`src/rtl/aidan_mcnay_prime_ctrl_if.sv`:
```
// aidan_mcnay_prime_ctrl_if: candidate, result and remainder-unit streams of the prime sequencer
interface aidan_mcnay_prime_ctrl_if #(parameter int NBITS = 16);
  logic [NBITS-1:0] in_num;
  logic             istream_val;
  logic             istream_rdy;
  logic             is_prime;
  logic [NBITS-1:0] factor;
  logic             ostream_val;
  logic             ostream_rdy;
  logic [NBITS-1:0] div_opa;
  logic [NBITS-1:0] div_opb;
  logic             div_istream_val;
  logic             div_istream_rdy;
  logic [NBITS-1:0] div_result;
  logic             div_ostream_val;
  logic             div_ostream_rdy;
  modport master (
    input  in_num, istream_val, ostream_rdy, div_istream_rdy, div_result, div_ostream_val,
    output istream_rdy, is_prime, factor, ostream_val, div_opa, div_opb, div_istream_val, div_ostream_rdy
  );
  modport slave (
    output in_num, istream_val, ostream_rdy, div_istream_rdy, div_result, div_ostream_val,
    input  istream_rdy, is_prime, factor, ostream_val, div_opa, div_opb, div_istream_val, div_ostream_rdy
  );
endinterface

```
`src/rtl/aidan_mcnay_prime_ctrl.sv`:
```
// aidan_mcnay_prime_ctrl: trial-division sequencer driving an external remainder unit
module aidan_mcnay_prime_ctrl #(parameter int NBITS = 16) (
  input logic                    clk,
  input logic                    reset,
  aidan_mcnay_prime_ctrl_if.master bus_io
);
  localparam logic [2:0] IDLE  = 3'd0;
  localparam logic [2:0] CHECK = 3'd1;
  localparam logic [2:0] REQ   = 3'd2;
  localparam logic [2:0] WAIT  = 3'd3;
  localparam logic [2:0] DONE  = 3'd4;
  logic [2:0]         state_q, state_d;
  logic [NBITS-1:0]   n_q, n_d, dv_q, dv_d, factor_q, factor_d;
  logic               prime_q, prime_d;
  logic [2*NBITS-1:0] sq;
  // full-width square so the d*d > n test can never overflow
  assign sq = {{NBITS{1'b0}}, dv_q} * {{NBITS{1'b0}}, dv_q};
  assign bus_io.istream_rdy     = state_q == IDLE && !reset;
  assign bus_io.ostream_val     = state_q == DONE;
  assign bus_io.div_istream_val = state_q == REQ;
  assign bus_io.div_ostream_rdy = state_q == WAIT;
  assign bus_io.div_opa         = n_q;
  assign bus_io.div_opb         = dv_q;
  assign bus_io.is_prime        = prime_q;
  assign bus_io.factor          = factor_q;
  always_comb begin
    state_d  = state_q;
    n_d      = n_q;
    dv_d     = dv_q;
    prime_d  = prime_q;
    factor_d = factor_q;
    case (state_q)
      IDLE: if (bus_io.istream_val) begin
        n_d     = bus_io.in_num;
        dv_d    = NBITS'(2);
        state_d = CHECK;
      end
      CHECK: begin
        if (n_q < NBITS'(2) || sq > {{NBITS{1'b0}}, n_q}) begin
          prime_d  = n_q >= NBITS'(2);
          factor_d = '0;
          state_d  = DONE;
        end else state_d = REQ;
      end
      REQ: state_d = bus_io.div_istream_rdy ? WAIT : REQ;
      WAIT: if (bus_io.div_ostream_val) begin
        if (bus_io.div_result == '0) begin
          prime_d  = 1'b0;
          factor_d = dv_q;
          state_d  = DONE;
        end else begin
          dv_d    = dv_q == NBITS'(2) ? NBITS'(3) : dv_q + NBITS'(2);
          state_d = CHECK;
        end
      end
      DONE: state_d = bus_io.ostream_rdy ? IDLE : DONE;
      default: state_d = IDLE;
    endcase
  end
  always_ff @(posedge clk) begin
    if (reset) begin
      state_q  <= IDLE;
      n_q      <= '0;
      dv_q     <= '0;
      prime_q  <= 1'b0;
      factor_q <= '0;
    end else begin
      state_q  <= state_d;
      n_q      <= n_d;
      dv_q     <= dv_d;
      prime_q  <= prime_d;
      factor_q <= factor_d;
    end
  end
endmodule

```
`src/flat_wrapper.sv`:
```
// flat-port wrapper written by rule: the top's interface ports become plain ports
module aidan_mcnay_prime_ctrl_flat 
#(parameter int NBITS = 16)
  (clk, reset, bus_io_in_num, bus_io_istream_val, bus_io_ostream_rdy, bus_io_div_istream_rdy, bus_io_div_result, bus_io_div_ostream_val, bus_io_istream_rdy, bus_io_is_prime, bus_io_factor, bus_io_ostream_val, bus_io_div_opa, bus_io_div_opb, bus_io_div_istream_val, bus_io_div_ostream_rdy);
  aidan_mcnay_prime_ctrl_if #(.NBITS(NBITS)) bus_io_i ();
  input logic clk;
  input logic reset;
  input wire logic [$bits(bus_io_i.in_num)-1:0] bus_io_in_num;
  input wire logic [$bits(bus_io_i.istream_val)-1:0] bus_io_istream_val;
  input wire logic [$bits(bus_io_i.ostream_rdy)-1:0] bus_io_ostream_rdy;
  input wire logic [$bits(bus_io_i.div_istream_rdy)-1:0] bus_io_div_istream_rdy;
  input wire logic [$bits(bus_io_i.div_result)-1:0] bus_io_div_result;
  input wire logic [$bits(bus_io_i.div_ostream_val)-1:0] bus_io_div_ostream_val;
  output wire logic [$bits(bus_io_i.istream_rdy)-1:0] bus_io_istream_rdy;
  output wire logic [$bits(bus_io_i.is_prime)-1:0] bus_io_is_prime;
  output wire logic [$bits(bus_io_i.factor)-1:0] bus_io_factor;
  output wire logic [$bits(bus_io_i.ostream_val)-1:0] bus_io_ostream_val;
  output wire logic [$bits(bus_io_i.div_opa)-1:0] bus_io_div_opa;
  output wire logic [$bits(bus_io_i.div_opb)-1:0] bus_io_div_opb;
  output wire logic [$bits(bus_io_i.div_istream_val)-1:0] bus_io_div_istream_val;
  output wire logic [$bits(bus_io_i.div_ostream_rdy)-1:0] bus_io_div_ostream_rdy;
  assign bus_io_i.in_num = bus_io_in_num;
  assign bus_io_i.istream_val = bus_io_istream_val;
  assign bus_io_i.ostream_rdy = bus_io_ostream_rdy;
  assign bus_io_i.div_istream_rdy = bus_io_div_istream_rdy;
  assign bus_io_i.div_result = bus_io_div_result;
  assign bus_io_i.div_ostream_val = bus_io_div_ostream_val;
  assign bus_io_istream_rdy = bus_io_i.istream_rdy;
  assign bus_io_is_prime = bus_io_i.is_prime;
  assign bus_io_factor = bus_io_i.factor;
  assign bus_io_ostream_val = bus_io_i.ostream_val;
  assign bus_io_div_opa = bus_io_i.div_opa;
  assign bus_io_div_opb = bus_io_i.div_opb;
  assign bus_io_div_istream_val = bus_io_i.div_istream_val;
  assign bus_io_div_ostream_rdy = bus_io_i.div_ostream_rdy;
  aidan_mcnay_prime_ctrl #(.NBITS(NBITS)) u_core (.clk(clk), .reset(reset), .bus_io(bus_io_i));
endmodule
```
`config.mk`:
```
export PLATFORM = sky130hd
export DESIGN_NAME = aidan_mcnay_prime_ctrl_flat
export DESIGN_NICKNAME = d
export VERILOG_FILES = /design/src/rtl/aidan_mcnay_prime_ctrl_if.sv /design/src/rtl/aidan_mcnay_prime_ctrl.sv /design/src/flat_wrapper.sv
export SDC_FILE = /design/constraint.sdc
export NUM_CORES = 1
export LEC_CHECK = 0
export CAP_MARGIN = 25
export CORE_ASPECT_RATIO = 0.5
export CORE_MARGIN = 2
export CORE_UTILIZATION = 56
export CTS_BUF_LIST = sky130_fd_sc_hd__clkbuf_4
export CTS_CLUSTER_SIZE = 8
export DETAILED_ROUTE_END_ITERATION = 8
export PLACE_DENSITY = 0.81
export REMOVE_ABC_BUFFERS = 1
export SYNTH_ARGS = -nofsm -noshare
export SYNTH_HDL_FRONTEND = slang
export SYNTH_SLANG_ARGS = --single-unit
```
`constraint.sdc`:
```
create_clock -name clk -period 7.5 [get_ports clk]
set_input_delay 0.75 -clock clk [delete_from_list [all_inputs] [get_ports clk]]
set_output_delay 0.75 -clock clk [all_outputs]
set_load 0.1 [all_outputs]
```
---- Yosys cells after proc, flatten, opt, wreduce, memory -nomap -nowiden ----
Cells that the tools add are included.
cells by class
  add/subtract/negate cells ............... 1
  multiply operators ...................... 1
  magnitude comparators ................... 3
  equal/unequal tests ..................... 10
  mux-type cells .......................... 20
  reduce and logical (&&, ||, !) cells .... 11
operator list
  operator                                                                              count
  16-bit two-way mux                                                                    7
  16-bit case mux with 2 select lines                                                   2
  32-bit by 16-bit > comparator with 1-bit output                                       1
  16-bit by 16-bit multiplier with 32-bit output                                        1
  16-bit by 2-bit adder with 16-bit output, second input constant                       1
  16-bit by 2-bit == test with 1-bit output, second input constant                      1
  16-bit by 2-bit greater-or-equal comparator with 1-bit output, second input constant  1
  16-bit zero test                                                                      1
  16-bit by 2-bit < comparator with 1-bit output, second input constant                 1
  3-bit two-way mux                                                                     5
  3-bit case mux with 5 select lines                                                    1
  4-bit AND reduction                                                                   2
  3-bit by 2-bit == test with 1-bit output, second input constant                       2
  2-bit inequality test, second input constant                                          3
  1-bit two-way mux                                                                     4
  2-bit by 1-bit inequality test with 1-bit output, second input constant               2
  2-bit AND reduction                                                                   2
  2-bit nonzero test                                                                    2
  3-bit by 1-bit == test with 1-bit output, second input constant                       1
  3-bit == test, second input constant                                                  1
  3-bit zero test                                                                       1
  1-bit case mux with 2 select lines                                                    1
  1-bit logical AND                                                                     1
  1-bit zero test                                                                       1
  1-bit logical OR                                                                      1
storage, ports and cells
  register bits ........................... 52
  bits of input ports ..................... 38
  output and inout port bits .............. 53

---- Depth between registers and ports, before layout ----
Gate-level depths: netlist of the first run.
  depth in word-level cells ............... 5
  depth in mapped cells ................... 35
  mapped depth without buffers ............ 31

---- Least setup slack after synthesis of the first run ----
Ideal clock, no wire load.
  kind .................................... register -> register
  start point ............................. reg u_core.dv_q[4] (netlist: u_core.bus_io.div_opb[4])
  end point ............................... reg u_core.factor_q[0] (netlist: u_core.bus_io.factor[0])
  library setup time ...................... 69 ps
  arrival ................................. 7902 ps
  setup slack ............................. -471 ps
  stages on the path, launching flop included .. 28
  buffers on the path ..................... 4
  clock period less this slack ............ 7971 ps
  cells stage by stage .................... dfxtp_1 -> clkbuf_1 -> buf_1 -> nand2_1 -> fa_1 -> fa_1 -> inv_1 -> fa_1 -> fa_1 -> fa_1 -> inv_1 -> fa_1 -> inv_1 -> ha_1 -> buf_2 -> nand2_1 -> a211oi_1 -> nor2_1 -> xnor2_1 -> ha_1 -> nand4_1 -> nor4_1 -> a31oi_1 -> or4b_4 -> nor4_4 -> a21oi_2 -> buf_6 -> o21ai_2
between the ends
  longest elaborated chain between the ends .. 5
RTL lines
  item                                                               RTL line                      text
  start, declared                                                    aidan_mcnay_prime_ctrl.sv:13  logic [NBITS-1:0] n_q, n_d, dv_q, dv_d, factor_q, factor_d;
  start signal, assigned                                             aidan_mcnay_prime_ctrl.sv:70  dv_q <= dv_d;
  16-bit by 16-bit multiplier with 32-bit output                     aidan_mcnay_prime_ctrl.sv:17  assign sq = {{NBITS{1'b0}}, dv_q} * {{NBITS{1'b0}}, dv_q};
  32-bit by 16-bit > comparator with 1-bit output                    aidan_mcnay_prime_ctrl.sv:39  if (n_q < NBITS'(2) || sq > {{NBITS{1'b0}}, n_q}) begin
  1-bit logical OR                                                   aidan_mcnay_prime_ctrl.sv:39
  2-bit by 1-bit inequality test with 1-bit output (no source line)  --
  4-bit AND reduction (no source line)                               --
  end signal, assigned                                               aidan_mcnay_prime_ctrl.sv:72  factor_q <= factor_d;
  end, declared                                                      aidan_mcnay_prime_ctrl.sv:13
Every way passes these cells.
A chain may end at the register's enable or synchronous reset.

---- Worst setup path in the final report of the first run ----
  start point ............................. reg u_core.dv_q[14] (netlist: u_core.bus_io.div_opb[14])
  end point ............................... reg u_core.factor_q[6] (netlist: u_core.bus_io.factor[6])
The elaborated chain is that of the path after synthesis.

==> out/qor.txt, run 1 <==
status = complete, no violations
met1 Use GR = 41.72%
GR peak layer = met2
Worst-Skew Late Latency = 420 ps
Util after Layout = 65.46%
Vias/cell = 5.682
Num CTS Buffers = 5
final hold slack = 495.3 ps
Clock Tree Buf Depth = 2
initial drt markers = 798
crit share post-route = 96.76%
Reg clk slew, reported paths = 150 ps
synthesized area per cell = 8.260 µm²
peak supply drop = 0.0001799 V
relative slew slack = 25.68%
top cells by area, synth = fa_1 31%, ha_1 14%, dfxtp_1 9.9%
slowest CP cell = dfxtp_1
register area share after synthesis = 9.870%
min-delay worst type = reg2reg
PortBufs = 90
largest net degree at the start of global routing = 48
area of the mapped netlist = 0.01055 mm²
fin crit period = 7257 ps
final max-slew violation count = 0
gr usage total = 30.22%
Post-synth top cells = 261 x inv_1, 163 x nand2_1, 162 x fa_1, 119 x ha_1, 66 x a21oi_1
Leakage Power = 6.082 nW
Netlist cell types = 77
most common cell in the netlist = inv_1
H-tree depth = 2
worst setup margin = 242.7 ps
router iterations before antenna repair = 5
Avg WL per Cell = 17.99 µm
via count = 9188
maximum fanout along the worst path = 16
register bit count reported by yosys = 52
Nets = 1676
Power Total = 0.001098 W
number of setup violations in the final report = 0
kind of critical path = reg2reg
area of the die = 0.02002 mm²
layout cells sized above 1 = 8.032%
crit path capture type = register
largest area contributor in the netlist = fa_1
CP required = 7840 ps
Synthesis Warnings = 0
Multi-input gate area = 0.008378 mm²
Async SR Flop Fraction = 0%
gr ovfl total = 0
Pwr per Cell Area = 90.96 mW/mm²
number of synthesized flops with an enable pin = 0
row count = 35
Syn-to-layout area delta = 14.41%
fillcell total = 1540
IO Count = 91
setup TNS = 0 ps
Clock Skew = 25.70 ps
Crit path arrival time = 7600 ps
RePlAce Congestion = 1.004
Die W = 198.1 µm
Max Clock Freq = 137.8 MHz
CTS tree = yes
dpl hpwl = 24.00 mm
first-pass GRT wire length = 46.93 mm
Synth Flop Type = dfxtp_1
Clock Root Buffer = clkbuf_4
Yosys top cell area share = 30.75%
met2 usage = 48.54%
cell chain of the critical path = nand2_1 -> xnor2_1 -> ha_1 -> a31o_2 -> fa_1 -> fa_1 -> fa_1 -> fa_1 -> inv_1 -> fa_1 -> inv_1 -> ha_1 -> a21oi_1 -> o21ai_1 -> or3_4 -> o211ai_1 -> or3b_1 -> nor4_4 -> a21oi_2 -> buf_12 -> o21ai_1
vias in the first global route = 9267
met3 Use GR = 7.327%
Max-Cap Viols = 0
DP Worst Slack = -22.36 ps
Starting Density = 57.21%
DRC violations left = 0
crit-path most repeated cell = fa_1
Critical Path Start Type = register
post-route ant nets = 0
CTS Sinks = 52
Slew @ Worst Pin = 1111 ps
initial antenna violation count = 1
Sequential Area = 0.001072 mm²
DIE HEIGHT = 101.0 µm
Final Hold Vio Count = 0
slowest stage delay, CP = 680 ps
Routed WL = 29.09 mm
Synth Instances = 1277
core area = 0.01844 mm²
report_power, final:
| group | leakage (nW) | total (W) | internal [W] | switching (W) |
|---|---|---|---|---|
| clock network | 0.0513 | 0.000206 | 0.000102 | 0.000104 |
| logic | 5.60 | 0.000547 | 0.000167 | 0.000379 |
| registers | 0.430 | 0.000345 | 0.000302 | 0.0000426 |
layer usage:
metal | part of all wire [%] | wire length, µm | up-vias
li1 | - | - | 4257
met1 | 43 | 12560 | 4455
met2 | 45 | 13040 | 421
met3 | 10 | 3008 | 55
met4 | 1.6 | 476 | 0
met5 | 0 | 0 | -
layout by cell type (no fill, tap or decap), drive strengths merged, types with 8 or more instances in the layout:
cell type,count
inv,261
nand2,165
fa,162
ha,119
clkdlybuf4s50,90
a21oi,70
nor2,65
dfxtp,52
o21ai,45
buf,36
and2,32
nor4,23
xnor2,20
nand3,17
nand3b,17
nand4,16
nor3,14
nor2b,12
xor2,12
o211ai,11
a21o,9
or3,9
o21a,8
sequential cells by signal, summed over array words and instances, names as in the netlist:
register                cells
u_core.bus_io.factor       16
u_core.bus_io.is_prime      1
u_core.bus_io.div_opb      16
u_core.bus_io.div_opa      16
u_core.state_q              3
final timing paths:
check / cells past startpoint / slack [ps] / to / from
min reg2reg: 2 / 500 / u_core.bus_io.factor[3]$_SDFFE_PP0P_ / u_core.bus_io.factor[3]$_SDFFE_PP0P_
max reg2reg: 21 / 240 / u_core.bus_io.factor[6]$_SDFFE_PP0P_ / u_core.bus_io.div_opb[14]$_SDFFE_PP0P_
max: 21 / 240 / u_core.bus_io.factor[6]$_SDFFE_PP0P_ / u_core.bus_io.div_opb[14]$_SDFFE_PP0P_
min: 2 / 500 / u_core.bus_io.factor[3]$_SDFFE_PP0P_ / u_core.bus_io.factor[3]$_SDFFE_PP0P_
critical path: cells and delay by family, from the launching register on:
| family | cells | cell delay (ps) |
|---|---|---|
| xor gates and xnor gates | 1 | 200 |
| and+or+nand+nor | 4 | 1410 |
| buffers and inverters | 3 | 330 |
| adders and majority gates | 7 | 3260 |
| AOI/OAI and AO/OA | 6 | 1290 |
| DFF | 1 | 680 |
through the flow:
step	area, µm²	cells
after floorplan	10320	1224
after global placement	11800	1605
after detailed placement	11800	1605
after CTS	11900	1612
after global routing	12070	1617
final	12070	1617
repair_timing:
action	CTS	global route
setup buffers	0	4
setup endpoints to repair	16	19
gates resized for setup	3	42
pin swaps	0	9
hold buffers	0	0
layout make-up:
cell class | count | area share, %
Antenna cell | 1 | 0.02074
Inverter | 264 | 8.243
Clock inverter | 2 | 0.4977
Timing Repair Buffer | 126 | 9.933
Tap cell | 259 | 2.685
Multi-Input combinational cell | 908 | 69.42
Clock buffer | 5 | 0.3110
Sequential cell | 52 | 8.885
cells by family (layout without fill, tap and decap cells):
logic type               count (synthesis)  count (layout)  share of synthesized area [%]
AO/OA/AOI/OAI                          188             188                          11.53
XOR/XNOR                                32              32                          2.657
adder cells (fa/ha/maj)                281             281                          44.86
buffers and inverters                  317             397                          11.52
flip-flops                              52              52                          9.870
multiplexers                             4               4                         0.3915
other                                    0               1                              0
AND/OR/NAND/NOR                        403             403                          19.17
No activity file was read; power rests on OpenSTA's default activity.
==> inputs of run 2 (changes only) <==
--- a/config.mk
+++ b/config.mk
@@ -8,11 +8,10 @@
 export CAP_MARGIN = 25
 export CORE_ASPECT_RATIO = 0.5
 export CORE_MARGIN = 2
-export CORE_UTILIZATION = 56
+export CORE_UTILIZATION = 27
 export CTS_BUF_LIST = sky130_fd_sc_hd__clkbuf_4
 export CTS_CLUSTER_SIZE = 8
 export DETAILED_ROUTE_END_ITERATION = 8
-export PLACE_DENSITY = 0.81
 export REMOVE_ABC_BUFFERS = 1
 export SYNTH_ARGS = -nofsm -noshare
 export SYNTH_HDL_FRONTEND = slang
==> run 2 against run 1 <==
Compared with the run above:
- clock power shrank 21%
- maximum frequency grew 0.78%
- final cell count grew 18%
- non-clock buffer count grew 21
- wire length grew 1.8%
- die area grew 100%
- sequential cell count is the same
- sequential power is essentially flat
- largest cell class unchanged
==> out/qor.txt, run 2 (synthesized netlist as in run 1, its figures left out) <==
number of setup violations in the final report = 0 (unchanged)
row count = 51 (+46%)
largest net degree at the start of global routing = 48 (unchanged)
Worst-Skew Late Latency = 450 ps (+30 ps)
final hold slack = 495.7 ps (+0.3750 ps)
post-place instance area = 0.01230 mm² (+4.2%)
most frequent cells in the layout = 260 x inv_1, 163 x nand2_1, 162 x fa_1
crit share post-route = 96.02% (-0.75 points)
fin crit period = 7201 ps (-55.99 ps)
Crit path arrival time = 7610 ps (about the same)
DP Worst Slack = 46.40 ps (+68.76 ps)
Num CTS Buffers = 5 (unchanged)
Syn-to-layout area delta = 18.10%
CP required = 7910 ps (+70 ps)
router iterations before antenna repair = 5 (unchanged)
kind of critical path = reg2reg
Routed WL = 29.60 mm (+1.8%)
Max Clock Freq = 138.9 MHz (+0.78%)
worst r2r src = u_core.bus_io.div_opb[12]$_SDFFE_PP0P_
Clock Root Buffer = clkbuf_4
core area = 0.03873 mm² (+110%)
min-delay worst type = reg2reg
CP Capture Point = u_core.bus_io.factor[14]$_SDFFE_PP0P_
relative slew slack = 32.61% (+6.9 points)
first-pass GRT wire length = 47.81 mm (+1.9%)
IO Count = 91 (unchanged)
area of the die = 0.04076 mm² (+100%)
post-route ant nets = 0 (unchanged)
RePlAce Congestion = 0.9106 (-9.3%)
DIE HEIGHT = 143.8 µm (+42%)
initial drt markers = 537 (-33%)
Clock Tree Buf Depth = 2 (unchanged)
final max-slew violation count = 0 (unchanged)
via count = 8982 (-2.2%)
fillcell total = 4093 (+170%)
dpl hpwl = 24.89 mm (+3.7%)
gr usage total = 14.65% (-16 points)
Leakage Power = 6.179 nW (+1.6%)
most common cell after layout, fill and taps aside = inv_1
vias in the first global route = 8904 (-3.9%)
Worst Reg-to-Reg Cells = 24 (+14%)
Max-Cap Viols = 0 (unchanged)
worst r2r dst = u_core.bus_io.factor[14]$_SDFFE_PP0P_
Reg clk slew, reported paths = 210 ps (+60 ps)
Nets = 1698 (+1.3%)
peak supply drop = 0.00009645 V (-46%)
r2r setup slk = 300 ps (+60 ps)
Critical Path Start Type = register
maximum fanout along the worst path = 8 (-8)
CTS Sinks = 52 (unchanged)
worst setup margin = 298.7 ps (+55.99 ps)
layout cells sized above 1 = 8.043% (+0.011 points)
H-tree depth = 2 (unchanged)
Final Hold Vio Count = 0 (unchanged)
crit path capture type = register
Pwr per Cell Area = 86.14 mW/mm² (-5.3%)
PortBufs = 90 (unchanged)
Die W = 283.5 µm (+43%)
Slew @ Worst Pin = 1008 ps (-103.0 ps)
Clock Skew = 25.57 ps (-0.1309 ps)
CTS tree = yes
hold_buf cts = 0 (unchanged)
Worst setup startpoint = u_core.bus_io.div_opb[12]$_SDFFE_PP0P_
Vias/cell = 4.700 (-17%)
Starting Density = 27.23% (-30 points)
final instance area = 0.01246 mm² (+3.2%)
gr ovfl total = 0 (unchanged)
Avg WL per Cell = 15.49 µm (-14%)
initial antenna violation count = 1 (unchanged)
status = complete, no violations
DRC violations left = 0 (unchanged)
-- run 2: cell count changes in the layout (fill, tap and decap cells not counted), sizes merged --
cell,change
clkinvlp,-1
buf,+21
bufinv,-2
a21oi,+1
inv,+4
-- run 2: how the worst min path moves through the flow --
stage / from / to / slack (ps) / cells after the start
after floorplan: u_core.state_q[1]$_SDFFE_PP0P_ / u_core.state_q[1]$_SDFFE_PP0P_ / 550 / 2
after global placement: u_core.bus_io.factor[3]$_SDFFE_PP0P_ / u_core.bus_io.factor[3]$_SDFFE_PP0P_ / 470 / 2
after detailed placement: u_core.bus_io.factor[7]$_SDFFE_PP0P_ / u_core.bus_io.factor[7]$_SDFFE_PP0P_ / 470 / 2
after CTS: u_core.bus_io.factor[3]$_SDFFE_PP0P_ / u_core.bus_io.factor[3]$_SDFFE_PP0P_ / 500 / 2
after global routing: u_core.bus_io.div_opa[0]$_SDFFE_PP0P_ / u_core.bus_io.div_opa[0]$_SDFFE_PP0P_ / 520 / 2
final: u_core.bus_io.factor[3]$_SDFFE_PP0P_ / u_core.bus_io.factor[3]$_SDFFE_PP0P_ / 500 / 2
-- run 2: layer usage --
layer  vias to the layer above  part of all wire, %  global-route usage [%]
met5                         -                    0                       0
met4                         0                  1.1                   2.144
met2                       197                   48                   25.84
li1                       4313                    -                       -
met3                        26                  4.5                   1.794
met1                      4446                   46                   19.69
-- run 2: final cells by class --
| type | instances | area [µm²] | area share (%) |
|---|---|---|---|
| multi-input cells | 909 | 8341 | 66.95 |
| repair buffers | 147 | 1341 | 10.77 |
| flip-flops and latches | 52 | 1052 | 8.447 |
| inverters | 264 | 991.0 | 7.955 |
| well taps | 530 | 663.1 | 5.323 |
| clock buffers | 5 | 37.54 | 0.3013 |
| clock inverters | 3 | 28.78 | 0.2310 |
| diodes | 1 | 2.502 | 0.02009 |
-- run 2: report_power, final --
part / total (W) / internal, W / switching, W
sequential: 0.000347 / 0.000304 / 0.0000429
combinational: 0.000563 / 0.000170 / 0.000393
clock: 0.000163 / 0.0000415 / 0.000121
total: 0.00107 / 0.000516 / 0.000557
-- run 2: critical path, stage by stage, from the launching register on --
cell	delay, ps
dfxtp_1	600
buf_4	220
inv_1	70
nor2_1	230
ha_1	310
xor2_1	180
fa_1	480
inv_1	50
fa_1	520
fa_1	440
fa_1	560
inv_1	60
fa_1	530
inv_1	40
ha_1	310
buf_4	160
and3_1	230
nand2_2	100
nor2b_1	60
or3_4	390
o211ai_1	260
or3b_1	440
nor4_4	480
a21oi_2	250
o21ai_2	180
-- run 2: timing repair --
action | CTS | global route
gates cloned | 0 | 1
pin swaps | 0 | 2
setup buffers | 0 | 3
setup endpoints to repair | 1 | 19
resized for setup | 1 | 15
-- run 2: stage by stage --
step | std cells | power [W] | util [%] | setup TNS (ps)
floorplan | 1224 | 0.0007272 | - | -10520
global placement | 1897 | 0.0008891 | 31.75 | 0
detailed placement | 1897 | 0.0008889 | 31.75 | 0
CTS | 1905 | 0.001059 | 31.94 | 0
global route | 1911 | 0.001130 | 32.16 | -284.4
finish | 1911 | 0.001073 | 32.16 | 0
